`src/rtl/multicycle_ctrl_pkg.sv`:
```
// Shared encodings for the multi-cycle core control path: FSM states, opcodes and the
// select/operation codes consumed by ALU_Ctrl and the datapath muxes.
package mc_pkg;

   typedef enum logic [2:0] {
      StFetch  = 3'd0,
      StDecode = 3'd1,
      StExec   = 3'd2,
      StMem    = 3'd3,
      StWb     = 3'd4,
      StHalt   = 3'd7
   } state_e;

   localparam logic [6:0] OpcR   = 7'b0110011;
   localparam logic [6:0] OpcI   = 7'b0010011;
   localparam logic [6:0] OpcLw  = 7'b0000011;
   localparam logic [6:0] OpcSw  = 7'b0100011;
   localparam logic [6:0] OpcBr  = 7'b1100011;
   localparam logic [6:0] OpcJal = 7'b1101111;

   typedef enum logic [1:0] {
      AluOpAdd   = 2'b00,
      AluOpSub   = 2'b01,
      AluOpRType = 2'b10,
      AluOpIType = 2'b11
   } alu_op_e;

   typedef enum logic [1:0] {
      PcSrcPlus4  = 2'd0,
      PcSrcTarget = 2'd1,
      PcSrcHold   = 2'd2
   } pc_src_e;

   typedef enum logic [1:0] {
      WbSelAlu = 2'd0,
      WbSelMem = 2'd1,
      WbSelPc4 = 2'd2
   } wb_sel_e;

   typedef enum logic {
      AluSrcARs = 1'b0,
      AluSrcAPc = 1'b1
   } alu_src_a_e;

   typedef enum logic [1:0] {
      AluSrcBRt   = 2'd0,
      AluSrcBImm  = 2'd1,
      AluSrcBFour = 2'd2
   } alu_src_b_e;

   typedef enum logic [2:0] {
      ClsR,
      ClsI,
      ClsLw,
      ClsSw,
      ClsBr,
      ClsJal
   } instr_cls_e;

   typedef struct packed {
      logic       valid;
      instr_cls_e cls;
   } dec_t;

   function automatic dec_t decode_opcode(input logic [6:0] opcode);
      dec_t d;
      d.valid = 1'b1;
      d.cls   = ClsR;
      case (opcode)
         OpcR:    d.cls = ClsR;
         OpcI:    d.cls = ClsI;
         OpcLw:   d.cls = ClsLw;
         OpcSw:   d.cls = ClsSw;
         OpcBr:   d.cls = ClsBr;
         OpcJal:  d.cls = ClsJal;
         default: d.valid = 1'b0;
      endcase
      return d;
   endfunction

endpackage

```
`src/rtl/multicycle_ctrl_if.sv`:
```
// Shared instruction/data memory port handshake between the control FSM and memory.
interface multicycle_ctrl_if;

   logic mem_req;
   logic mem_we;
   logic mem_sel;
   logic mem_ready;

   modport master (
      output mem_req,
      output mem_we,
      output mem_sel,
      input  mem_ready
   );

   modport slave (
      input  mem_req,
      input  mem_we,
      input  mem_sel,
      output mem_ready
   );

endinterface

```
`src/rtl/multicycle_ctrl_timeout_cnt.sv`:
```
// Memory wait counter: counts consecutive stalled request cycles and flags the cycle in
// which the Timeout-th stall completes.
module mc_timeout_cnt #(
   parameter int unsigned Timeout = 16
) (
   input  logic clk_i,
   input  logic rst_ni,
   input  logic wait_i,
   output logic expired_o
);

   localparam int unsigned CntW = $clog2(Timeout);

   logic [CntW-1:0] cnt_q, cnt_d;

   assign expired_o = wait_i && (cnt_q == CntW'(Timeout - 1));

   // Any cycle without a pending stall (ready, idle, halted) restarts the count.
   always_comb begin
      cnt_d = '0;
      if (wait_i && !expired_o) begin
         cnt_d = cnt_q + CntW'(1);
      end
   end

   always_ff @(posedge clk_i or negedge rst_ni) begin
      if (!rst_ni) begin
         cnt_q <= '0;
      end else begin
         cnt_q <= cnt_d;
      end
   end

endmodule

```
`src/rtl/multicycle_ctrl.sv`:
```
// Main control FSM of the multi-cycle RV32I-subset core (FETCH/DECODE/EXEC/MEM/WB/HALT).
// Define PERF_CNT_EN to add the cycle_cnt_o / retire_cnt_o performance counters.
module multicycle_ctrl
   import mc_pkg::*;
#(
   parameter int unsigned TIMEOUT = 16
`ifdef PERF_CNT_EN
   ,
   parameter int unsigned CNT_W   = 32
`endif
) (
   input  logic                clk_i,
   input  logic                rst_i,
   multicycle_ctrl_if.master   mem,
   input  logic [6:0]          opcode_i,
   input  logic [2:0]          funct3_i,
   input  logic                zero_i,
   output logic                ir_we_o,
   output logic                pc_we_o,
   output logic [1:0]          pc_src_o,
   output logic                reg_we_o,
   output logic [1:0]          wb_sel_o,
   output logic                alu_src_a_o,
   output logic [1:0]          alu_src_b_o,
   output logic [1:0]          alu_op_o,
   output logic [2:0]          state_o,
`ifdef PERF_CNT_EN
   output logic [CNT_W-1:0]    cycle_cnt_o,
   output logic [CNT_W-1:0]    retire_cnt_o,
`endif
   output logic                err_o
);

   state_e     state_q, state_d;
   instr_cls_e cls_q, cls_d;
   logic       br_ne_q, br_ne_d;
   logic       err_q, err_d;
   dec_t       dec;
   logic       tmo_expired;

   logic       mem_req, mem_we, mem_sel;
   logic       ir_we, pc_we, reg_we;
   pc_src_e    pc_src;
   wb_sel_e    wb_sel;
   alu_src_a_e alu_src_a;
   alu_src_b_e alu_src_b;
   alu_op_e    alu_op;
   logic       taken;

   assign dec   = decode_opcode(opcode_i);
   assign taken = zero_i ^ br_ne_q;

   mc_timeout_cnt #(
      .Timeout (TIMEOUT)
   ) u_timeout_cnt (
      .clk_i     (clk_i),
      .rst_ni    (rst_i),
      .wait_i    (mem_req && !mem.mem_ready),
      .expired_o (tmo_expired)
   );

   always_ff @(posedge clk_i or negedge rst_i) begin
      if (!rst_i) begin
         state_q <= StFetch;
         cls_q   <= ClsR;
         br_ne_q <= 1'b0;
         err_q   <= 1'b0;
      end else begin
         state_q <= state_d;
         cls_q   <= cls_d;
         br_ne_q <= br_ne_d;
         err_q   <= err_d;
      end
   end

   // Instruction class and branch sense are captured once in DECODE so later IR
   // changes cannot redirect the sequence.
   always_comb begin
      state_d = state_q;
      cls_d   = cls_q;
      br_ne_d = br_ne_q;
      err_d   = err_q;
      unique case (state_q)
         StFetch: begin
            if (mem.mem_ready) begin
               state_d = StDecode;
            end else if (tmo_expired) begin
               state_d = StHalt;
            end
         end
         StDecode: begin
            if (dec.valid) begin
               cls_d   = dec.cls;
               br_ne_d = funct3_i[0];
               state_d = StExec;
            end else begin
               state_d = StHalt;
            end
         end
         StExec: begin
            unique case (cls_q)
               ClsR, ClsI:   state_d = StWb;
               ClsLw, ClsSw: state_d = StMem;
               default:      state_d = StFetch;
            endcase
         end
         StMem: begin
            if (mem.mem_ready) begin
               state_d = (cls_q == ClsSw) ? StFetch : StWb;
            end else if (tmo_expired) begin
               state_d = StHalt;
            end
         end
         StWb:    state_d = StFetch;
         StHalt:  state_d = StHalt;
         default: state_d = StHalt;
      endcase
      if (state_d == StHalt) begin
         err_d = 1'b1;
      end
   end

   // Outputs are forced idle while reset is asserted so a request dies with rst_i,
   // not at the next clock edge.
   always_comb begin
      mem_req   = 1'b0;
      mem_we    = 1'b0;
      mem_sel   = 1'b0;
      ir_we     = 1'b0;
      pc_we     = 1'b0;
      pc_src    = PcSrcPlus4;
      reg_we    = 1'b0;
      wb_sel    = WbSelAlu;
      alu_src_a = AluSrcARs;
      alu_src_b = AluSrcBRt;
      alu_op    = AluOpAdd;
      if (rst_i) begin
         unique case (state_q)
            StFetch: begin
               mem_req = 1'b1;
               if (mem.mem_ready) begin
                  ir_we = 1'b1;
                  pc_we = 1'b1;
               end
            end
            StExec: begin
               unique case (cls_q)
                  ClsR: alu_op = AluOpRType;
                  ClsI: begin
                     alu_src_b = AluSrcBImm;
                     alu_op    = AluOpIType;
                  end
                  ClsLw, ClsSw: alu_src_b = AluSrcBImm;
                  ClsBr: begin
                     alu_op = AluOpSub;
                     if (taken) begin
                        pc_we  = 1'b1;
                        pc_src = PcSrcTarget;
                     end
                  end
                  ClsJal: begin
                     reg_we = 1'b1;
                     wb_sel = WbSelPc4;
                     pc_we  = 1'b1;
                     pc_src = PcSrcTarget;
                  end
                  default: ;
               endcase
            end
            StMem: begin
               mem_req   = 1'b1;
               mem_sel   = 1'b1;
               mem_we    = (cls_q == ClsSw);
               alu_src_b = AluSrcBImm;
            end
            StWb: begin
               reg_we = 1'b1;
               // R/I results come straight off the ALU, so keep its operands steady.
               unique case (cls_q)
                  ClsLw: wb_sel = WbSelMem;
                  ClsR:  alu_op = AluOpRType;
                  ClsI: begin
                     alu_src_b = AluSrcBImm;
                     alu_op    = AluOpIType;
                  end
                  default: ;
               endcase
            end
            default: ;
         endcase
      end
   end

   assign mem.mem_req  = mem_req;
   assign mem.mem_we   = mem_we;
   assign mem.mem_sel  = mem_sel;
   assign ir_we_o      = ir_we;
   assign pc_we_o      = pc_we;
   assign pc_src_o     = pc_src;
   assign reg_we_o     = reg_we;
   assign wb_sel_o     = wb_sel;
   assign alu_src_a_o  = alu_src_a;
   assign alu_src_b_o  = alu_src_b;
   assign alu_op_o     = alu_op;
   assign state_o      = state_q;
   assign err_o        = err_q;

`ifdef PERF_CNT_EN
   logic [CNT_W-1:0] cycle_cnt_q, cycle_cnt_d;
   logic [CNT_W-1:0] retire_cnt_q, retire_cnt_d;
   logic             retire;

   assign retire = (state_q inside {StExec, StMem, StWb}) && (state_d == StFetch);

   always_comb begin
      cycle_cnt_d  = cycle_cnt_q;
      retire_cnt_d = retire_cnt_q;
      if (state_q != StHalt) begin
         cycle_cnt_d = cycle_cnt_q + CNT_W'(1);
      end
      if (retire) begin
         retire_cnt_d = retire_cnt_q + CNT_W'(1);
      end
   end

   always_ff @(posedge clk_i or negedge rst_i) begin
      if (!rst_i) begin
         cycle_cnt_q  <= '0;
         retire_cnt_q <= '0;
      end else begin
         cycle_cnt_q  <= cycle_cnt_d;
         retire_cnt_q <= retire_cnt_d;
      end
   end

   assign cycle_cnt_o  = cycle_cnt_q;
   assign retire_cnt_o = retire_cnt_q;
`endif

endmodule

```
`src/flat_wrapper.sv`:
```
// flat-port wrapper written by rule: the top's interface ports become plain ports
module multicycle_ctrl_flat import mc_pkg::*;
#(
   parameter int unsigned TIMEOUT = 16

)
  (clk_i, rst_i, opcode_i, funct3_i, zero_i, ir_we_o, pc_we_o, pc_src_o, reg_we_o, wb_sel_o, alu_src_a_o, alu_src_b_o, alu_op_o, state_o, err_o, mem_mem_req, mem_mem_we, mem_mem_sel, mem_mem_ready);
  multicycle_ctrl_if mem_i ();
  input  logic clk_i;
  input  logic rst_i;
  input  logic [6:0] opcode_i;
  input  logic [2:0] funct3_i;
  input  logic zero_i;
  output logic ir_we_o;
  output logic pc_we_o;
  output logic [1:0] pc_src_o;
  output logic reg_we_o;
  output logic [1:0] wb_sel_o;
  output logic alu_src_a_o;
  output logic [1:0] alu_src_b_o;
  output logic [1:0] alu_op_o;
  output logic [2:0] state_o;
  output logic err_o;
  output wire logic [$bits(mem_i.mem_req)-1:0] mem_mem_req;
  output wire logic [$bits(mem_i.mem_we)-1:0] mem_mem_we;
  output wire logic [$bits(mem_i.mem_sel)-1:0] mem_mem_sel;
  input wire logic [$bits(mem_i.mem_ready)-1:0] mem_mem_ready;
  assign mem_mem_req = mem_i.mem_req;
  assign mem_mem_we = mem_i.mem_we;
  assign mem_mem_sel = mem_i.mem_sel;
  assign mem_i.mem_ready = mem_mem_ready;
  multicycle_ctrl #(.TIMEOUT(TIMEOUT)) u_core (.clk_i(clk_i), .rst_i(rst_i), .mem(mem_i), .opcode_i(opcode_i), .funct3_i(funct3_i), .zero_i(zero_i), .ir_we_o(ir_we_o), .pc_we_o(pc_we_o), .pc_src_o(pc_src_o), .reg_we_o(reg_we_o), .wb_sel_o(wb_sel_o), .alu_src_a_o(alu_src_a_o), .alu_src_b_o(alu_src_b_o), .alu_op_o(alu_op_o), .state_o(state_o), .err_o(err_o));
endmodule
```
`config.mk`:
```
export PLATFORM = sky130hd
export DESIGN_NAME = multicycle_ctrl_flat
export DESIGN_NICKNAME = d
export VERILOG_FILES = /design/src/rtl/multicycle_ctrl_pkg.sv /design/src/rtl/multicycle_ctrl_if.sv /design/src/rtl/multicycle_ctrl_timeout_cnt.sv /design/src/rtl/multicycle_ctrl.sv /design/src/flat_wrapper.sv
export SDC_FILE = /design/constraint.sdc
export NUM_CORES = 1
export LEC_CHECK = 0
export BUFFER_PORTS_ARGS = -buffer_cell sky130_fd_sc_hd__buf_2
export CAP_MARGIN = 0
export CORE_MARGIN = 1.5
export CORE_UTILIZATION = 40
export DETAILED_ROUTE_END_ITERATION = 8
export PLACE_DENSITY = 0.66
export SYNTH_ARGS = -nofsm -noshare
export SYNTH_HDL_FRONTEND = slang
export SYNTH_SLANG_ARGS = --single-unit
```
`constraint.sdc`:
```
create_clock -name clk_i -period 1.9 [get_ports clk_i]
set_input_delay 0.38 -clock clk_i [delete_from_list [all_inputs] [get_ports clk_i]]
set_output_delay 0.38 -clock clk_i [all_outputs]
set_load 0.005 [all_outputs]
```
==> flow_summary.yaml, run 1 <==
yosys:
  synth_cell_types: 48
  netlist_instances: 104
  synthFlopType: "dfrtp_1"
  synth_warnings: 0
  synth.avg_cell_area_um2: 8.99
  ys_seq_elements: 12
  syn_area_um2: 935
  synth_async_sr_flop_share_pct: 100
  synth_edf_count: 0
  ys_seq_area_share_pct: 32.1
final_layout:
  final_core_util_pct: 54.1
  area.growth.synth_to_final_pct: 28.0
  instances_no_fill: 166
  seqCellArea_um2: 303
  num-fill-cells: 225
  multi_input_area_um2: 608
  num_antenna_cells: 0
  drive_above_1_share_pct: 39.9
  final_design_area_no_fill_mm2: 0.00120
  final_nets: 155
route:
  drc: 0
  final_antenna_net_count: 0
  drt_iter0_markers: 19
  detail_route.wl_per_cell_um: 13.0
  dr.pass1.iters: 4
  avgViaCountPerCell: 5.34
  vias: 886
  routed_wirelength_um: 2150
setup_path:
  setup.worst_path.end: "alu_src_b_o[0]"
  crit_start: "u_core.state_o[1]"
  critPathMaxStageDelay_ps: 400
  reg2reg_depth: 5
  reg2reg_slack_ps: 200
  required_ps: 1520
  crit_chain: "buf_6 > nor2_4 > a21oi_1 > or3_1 > a21boi_1 > buf_2"
  critPathKind: "reg -> out"
  cp_slowest_cell: "dfrtp_1"
  cp_max_fo: 4
  worstPathArrival_ps: 1550
  startpoint_type: "register"
  reg2reg_from: "u_core.state_o[1]"
  r2r_end: "u_core.cls_q[2]"
  end_kind: "output pin"
floorplan:
  initial_utilization_pct: 42.3
  die_h_um: 51.3
  pin_count: 33
  die_w_um: 51.3
  fp.coreArea_mm2: 0.00221
  die-area_mm2: 0.00264
  fp-row-count: 17
placement:
  hpwl_um: 1600
  dp_worst_setup_slack_ps: 145
  dp.cells: 161
  post_dp_cell_area_mm2: 0.00112
  io_buffers: 27
  globalplace.congestion: 0.784
power_and_ir_drop:
  ir_drop_v: 0.000210
  p_switching_uw: 138
  pwr-share-seq_pct: 51.2
  comb_power_share_pct: 18.2
  p_leak_nw: 0.596
  p_per_area_mw_per_mm2: 430
  power_frac_clock_pct: 30.5
  intPower_uw: 376
  netSwitchingFraction_pct: 26.9
cts:
  clk_latency_ps: 270
  clock-root-buffer: "clkbuf_4"
  htree_levels: 1
  cts_tree: "yes"
  cts.sinks: 12
  path_clk_slew_ps: 70
  clockBufferDepth: 2
  cts_buffers: 3
outcome:
  status: "complete, but fails checks"
  violations: "negative setup slack"
global_routing:
  grt_pass1_wl_um: 3510
  grt_max_degree: 11
  antenna_found_initial: 0
  track_usage_pct: 17.5
  grt_pass1_vias: 845
  gr-total-overflow: 0
sta:
  finalMaxSlewViolations: 0
  finalClockSkew_ps: 2.25
  timing_hold_violations_final: 0
  rsz0062_at_grt: "yes"
  finalHoldWorstSlack_ps: 119
  setup_ws_ps: -34.3
  setup_violations: 1
  finalCritPeriodShare_pct: 102
  finalCriticalPeriod_ps: 1930
  max_freq_mhz: 517
min_path:
  hp-class: "in -> async"
job:
  maxCapViolations: 0
[critical path, delay by kind of cell, from the launching register on]
| kind | cells | cell delay, ps |
|---|---|---|
| and+or+nand+nor | 2 | 450 |
| DFF | 1 | 400 |
| buffers and inverters | 2 | 250 |
| AOI/OAI and AO/OA | 2 | 190 |
[registers in the layout (all words and copies together) (netlist names)]
register and flops:
u_core.br_ne_q 1, u_core.state_o 3, u_core.cls_q 3, u_core.u_timeout_cnt.cnt_q 4, u_core.err_o 1
[power groups by stage]
| stage | Combinational (mW) | Clock (mW) | Sequential (mW) |
|---|---|---|---|
| 5_1_grt | 0.104 | 0.170 | 0.264 |
| 3_5_place_dp | 0.0881 | 0 | 0.267 |
| 2_1_floorplan | 0.0509 | 0 | 0.267 |
| 3_3_place_gp | 0.0861 | 0 | 0.267 |
| 6_report | 0.0938 | 0.157 | 0.263 |
| 4_1_cts | 0.0937 | 0.159 | 0.263 |
[cell families (layout without fill, tap and decap cells)]
family	Yosys count	count (layout)	synth area share (%)
buffers and inverters	11	43	6.69
AO/OA/AOI/OAI	25	25	22.4
AND/OR/NAND/NOR	47	47	28.9
flip-flops	12	12	32.1
multiplexers	4	4	5.35
adder cells (fa/ha/maj)	1	1	1.34
XOR/XNOR	3	3	2.81
other	1	3	0.401
[worst min-delay path by stage]
| stage | slack [ps] | start | to |
|---|---|---|---|
| 5_1_grt | 130 | rst_i | u_core.state_o[2] |
| 6_report | 120 | rst_i | u_core.state_o[1] |
| 2_1_floorplan | 80 | rst_i | u_core.br_ne_q |
| 4_1_cts | 130 | rst_i | u_core.u_timeout_cnt.cnt_q[1] |
| 3_3_place_gp | 250 | rst_i | u_core.cls_q[2] |
| 3_5_place_dp | 250 | rst_i | u_core.cls_q[2] |
[placed cells by master (no fill, tap or decap), types with 2 or more instances in the layout]
master	count
conb_1	3
a31oi_1	2
and3_1	3
clkbuf_4	3
mux2_4	2
mux2i_1	2
dfrtp_2	2
a21o_1	2
nand2_1	6
dfrtp_1	10
a21oi_1	3
nand3b_1	2
nor2_1	9
nor3_1	3
or2_1	2
or3_1	2
nand3_1	2
nor2b_1	4
nand2b_1	3
xnor2_1	2
buf_2	27
buf_4	8
inv_1	3
[Yosys cell counts (2+ instances only)]
master     n  area share, %
nor2_1    11            4.4
mux2_4     2            3.2
a21oi_1    4            2.1
or3_1      2            1.3
nand3_1    2            1.1
mux2i_1    2            2.1
nand3b_1   2            1.6
buf_4      3            2.4
and3_1     4            2.7
a31oi_1    2            1.3
nor3_1     3            1.6
nand2b_1   3            2.0
inv_1      3            1.2
or2_1      2            1.3
nand2_1    6            2.4
nor2b_1    6            4.0
clkbuf_1   2           0.80
dfrtp_1   12             32
buf_2      2            1.1
a21o_1     2            1.6
xnor2_1    2            1.9
[final cells by class]
class                   instances  area share [%]
clock buffers                   3            1.88
inverters                       3           0.941
repair buffers                 37            18.1
flip-flops and latches         12            25.3
multi-input cells              83            50.8
well taps                      28            2.93
[stage by stage]
stage	TNS, ps	total power, mW
3_5_place_dp	0	0.355
6_report	-34.3	0.514
5_1_grt	-171	0.538
2_1_floorplan	0	0.318
3_3_place_gp	0	0.353
4_1_cts	-23.2	0.516
[layer usage]
layer  GRT usage (%)  up-vias  wire length [µm]
met2            32.3       27              1090
met5               0        -                 0
li1                -      440                 -
met4            7.46        0                22
met3            1.75        4                93
met1            20.4      415               949
[repair_timing]
| item | CTS | global route |
|---|---|---|
| hold endpoints to repair | 5 | 0 |
| setup endpoints to repair | 6 | 5 |
| hold buffers | 1 | 0 |
| resized for setup | 7 | 4 |
| pin swaps | 2 | 1 |
| setup buffers | 1 | 0 |
Power figures use the tool's default switching activity.
==> inputs of run 2 (changes only) <==
Settings changed: PLACE_DENSITY 0.66 to 0.67, SYNTH_HIERARCHICAL set to 1.
==> run 2 against run 1 <==
- the flow now finishes without violations
- worst hold slack got worse by 88 ps
- critical path depth did not move
- synthesized cell count rose by 0.96%
- first-iteration DRC count rose by 68%
- final area rose by 10%
- clock power rose by 34%
- largest power group unchanged
- clock-buffer cell count rose by 1
- via count rose by 6.4%
- cell count rose by 6.6%
- maximum frequency rose by 1.8%
==> flow_summary.yaml, run 2 <==
outcome:
  status: "finished, final reports clean"
route:
  dr.pass1.iters: 5
  final_antenna_net_count: 0
  drt_iter0_markers: 32
  vias: 943
  drc: 0
  avgViaCountPerCell: 5.33
  routed_wirelength_um: 2380
  detail_route.wl_per_cell_um: 13.4
yosys:
  yosysMostFrequentCell: "dfrtp_1"
  synthFlopType: "dfrtp_1"
  synth_async_sr_flop_share_pct: 100
  synth_warnings: 6
  ys_seq_elements: 12
  synth_commonest_cells: "dfrtp_1 (12), nor2_1 (10), nand2_1 (7)"
  syn_area_um2: 901
  netlist_instances: 105
  ys_seq_area_share_pct: 33.3
  synth.avg_cell_area_um2: 8.58
  yosysTopAreaCellShare_pct: 33.3
  synth.area.top_cells: "dfrtp_1 (33%), nor2_1 (4.2%), nor2b_1 (3.5%), mux2_4 (3.3%), nand2_1 (2.9%)"
  synth_edf_count: 0
  synth_cell_types: 42
  synth.largest_area_cell: "dfrtp_1"
power_and_ir_drop:
  intPower_uw: 392
  p_total_uw: 513
  comb_power_share_pct: 8.5
  netSwitchingFraction_pct: 23.6
  p_leak_nw: 0.669
  p_switching_uw: 121
  ir_drop_v: 0.000270
  power_frac_clock_pct: 41.1
  pwr-share-seq_pct: 50.3
  p_per_area_mw_per_mm2: 389
setup_path:
  worstPathArrival_ps: 1520
  startpoint_type: "register"
  crit_chain: "buf_6 > nor2b_4 > o21ai_2 > a21o_1 > a21boi_2 > buf_2"
  required_ps: 1520
  critPathMaxStageDelay_ps: 430
  cp_max_fo: 6
  end_kind: "output pin"
  critPathKind: "reg -> out"
  cp_slowest_cell: "dfrtp_2"
cts:
  htree_levels: 1
  cts.sinks: 12
  cts_buffers: 3
  path_clk_slew_ps: 80
  clk_latency_ps: 280
  clock-root-buffer: "clkbuf_4"
  cts_tree: "yes"
  ctsHoldBuffers: 0
  clockBufferDepth: 2
final_layout:
  num-fill-cells: 178
  num_antenna_cells: 0
  layout_common_cells: "buf_2 (27), buf_4 (17), dfrtp_1 (10)"
  largest_reg_flops: 4
  final_design_area_no_fill_mm2: 0.00132
  final_common_cell: "buf_2"
  final_nets: 166
  regMostFlops: "u_core/u_timeout_cnt/cnt_q"
  area.growth.synth_to_final_pct: 46.5
  drive_above_1_share_pct: 50.7
min_path:
  hp-class: "in -> async"
sta:
  finalHoldWorstSlack_ps: 31.4
  finalCritPeriodShare_pct: 100
  finalClockSkew_ps: 1.46
  setup_violations: 0
  max_freq_mhz: 526
  rsz0062_at_grt: "yes"
  timing_hold_violations_final: 0
  finalMaxSlewViolations: 0
  setup_ws_ps: 0.334
  finalCriticalPeriod_ps: 1900
placement:
  dp_worst_setup_slack_ps: -201
  globalplace.congestion: 0.828
  io_buffers: 27
  hpwl_um: 1650
  post_dp_cell_area_mm2: 0.00115
floorplan:
  fp.coreArea_mm2: 0.00204
  die_h_um: 50.5
  pin_count: 33
  initial_utilization_pct: 44.1
  die_w_um: 50.5
  die-area_mm2: 0.00255
  fp-row-count: 16
global_routing:
  grt_pass1_vias: 873
  grt_max_degree: 16
  antenna_found_initial: 0
  grt_pass1_wl_um: 3750
  gr-total-overflow: 0
  track_usage_pct: 19.7
job:
  maxCapViolations: 0
[run 2: repair_timing]
| action | in CTS | in global routing |
|---|---|---|
| buffers inserted | 5 | 0 |
| gates resized for setup | 9 | 20 |
| gates cloned | 0 | 0 |
| setup endpoints to repair | 6 | 10 |
| pin swaps | 2 | 9 |
[run 2: final cells by class]
cell class                 instances  area [µm²]  area share, %
clock buffer                       4        36.3           2.75
timing repair buffer              47         297           22.5
multi-input combinational         81         628           47.6
tap                               27        33.8           2.56
sequential                        12         303           22.9
inverter                           6        22.5           1.71
[run 2: critical path, delay by kind of cell (launching register included)]
kind | cells | cell delay [ps]
simple gates | 1 | 150
compound gates | 3 | 390
buf+inv | 2 | 260
flops | 1 | 430
[run 2: path summary, 6_finish.rpt]
path	slack (ps)	cells after the start	to	from
hold reg to reg	490	1	u_core/u_timeout_cnt/cnt_q[0]	u_core/u_timeout_cnt/cnt_q[0]
hold / removal	30	2	u_core/state_o[2]	rst_i
setup / recovery	0.3	6	alu_src_b_o[0]	u_core/state_o[1]
max in group asynchronous	1690	2	u_core/state_o[1]	rst_i
min in group clk_i	330	2	u_core/br_ne_q	funct3_i[0]
setup reg to reg	40	9	u_core/err_o	u_core/state_o[0]
[run 2: power by group through the flow]
stage	Combinational, mW	Sequential, mW	Clock, mW
after global placement	0.0411	0.263	0
after CTS	0.0431	0.258	0.214
after floorplan	0.0203	0.262	0
after detailed placement	0.0426	0.263	0
after global routing	0.0487	0.259	0.232
final	0.0438	0.258	0.211
[run 2: cells by family after synthesis]
family                     share of synthesized area, %
adders and majority gates                          1.39
buffers and inverters                              7.50
other                                             0.416
and+or+nand+nor                                    29.4
DFF                                                33.3
xor gates and xnor gates                           5.83
AOI/OAI and AO/OA                                  18.8
muxes                                              3.33
[run 2: layer usage]
layer,wire length (µm),global-route usage (%),vias to the layer above
met2,1100,31.6,33
met3,116,3.27,7
met1,1090,24.6,446
li1,-,-,457
met5,0,0,-
met4,68,12.2,0
[run 2: per-stage QoR]
step	setup TNS [ps]	utilization (%)	cells
2_1_floorplan	0	-	107
3_3_place_gp	-283	56.3	168
3_5_place_dp	-420	56.3	168
4_1_cts	-7.25	61.4	177
5_1_grt	-206	64.6	177
6_report	0	64.6	177
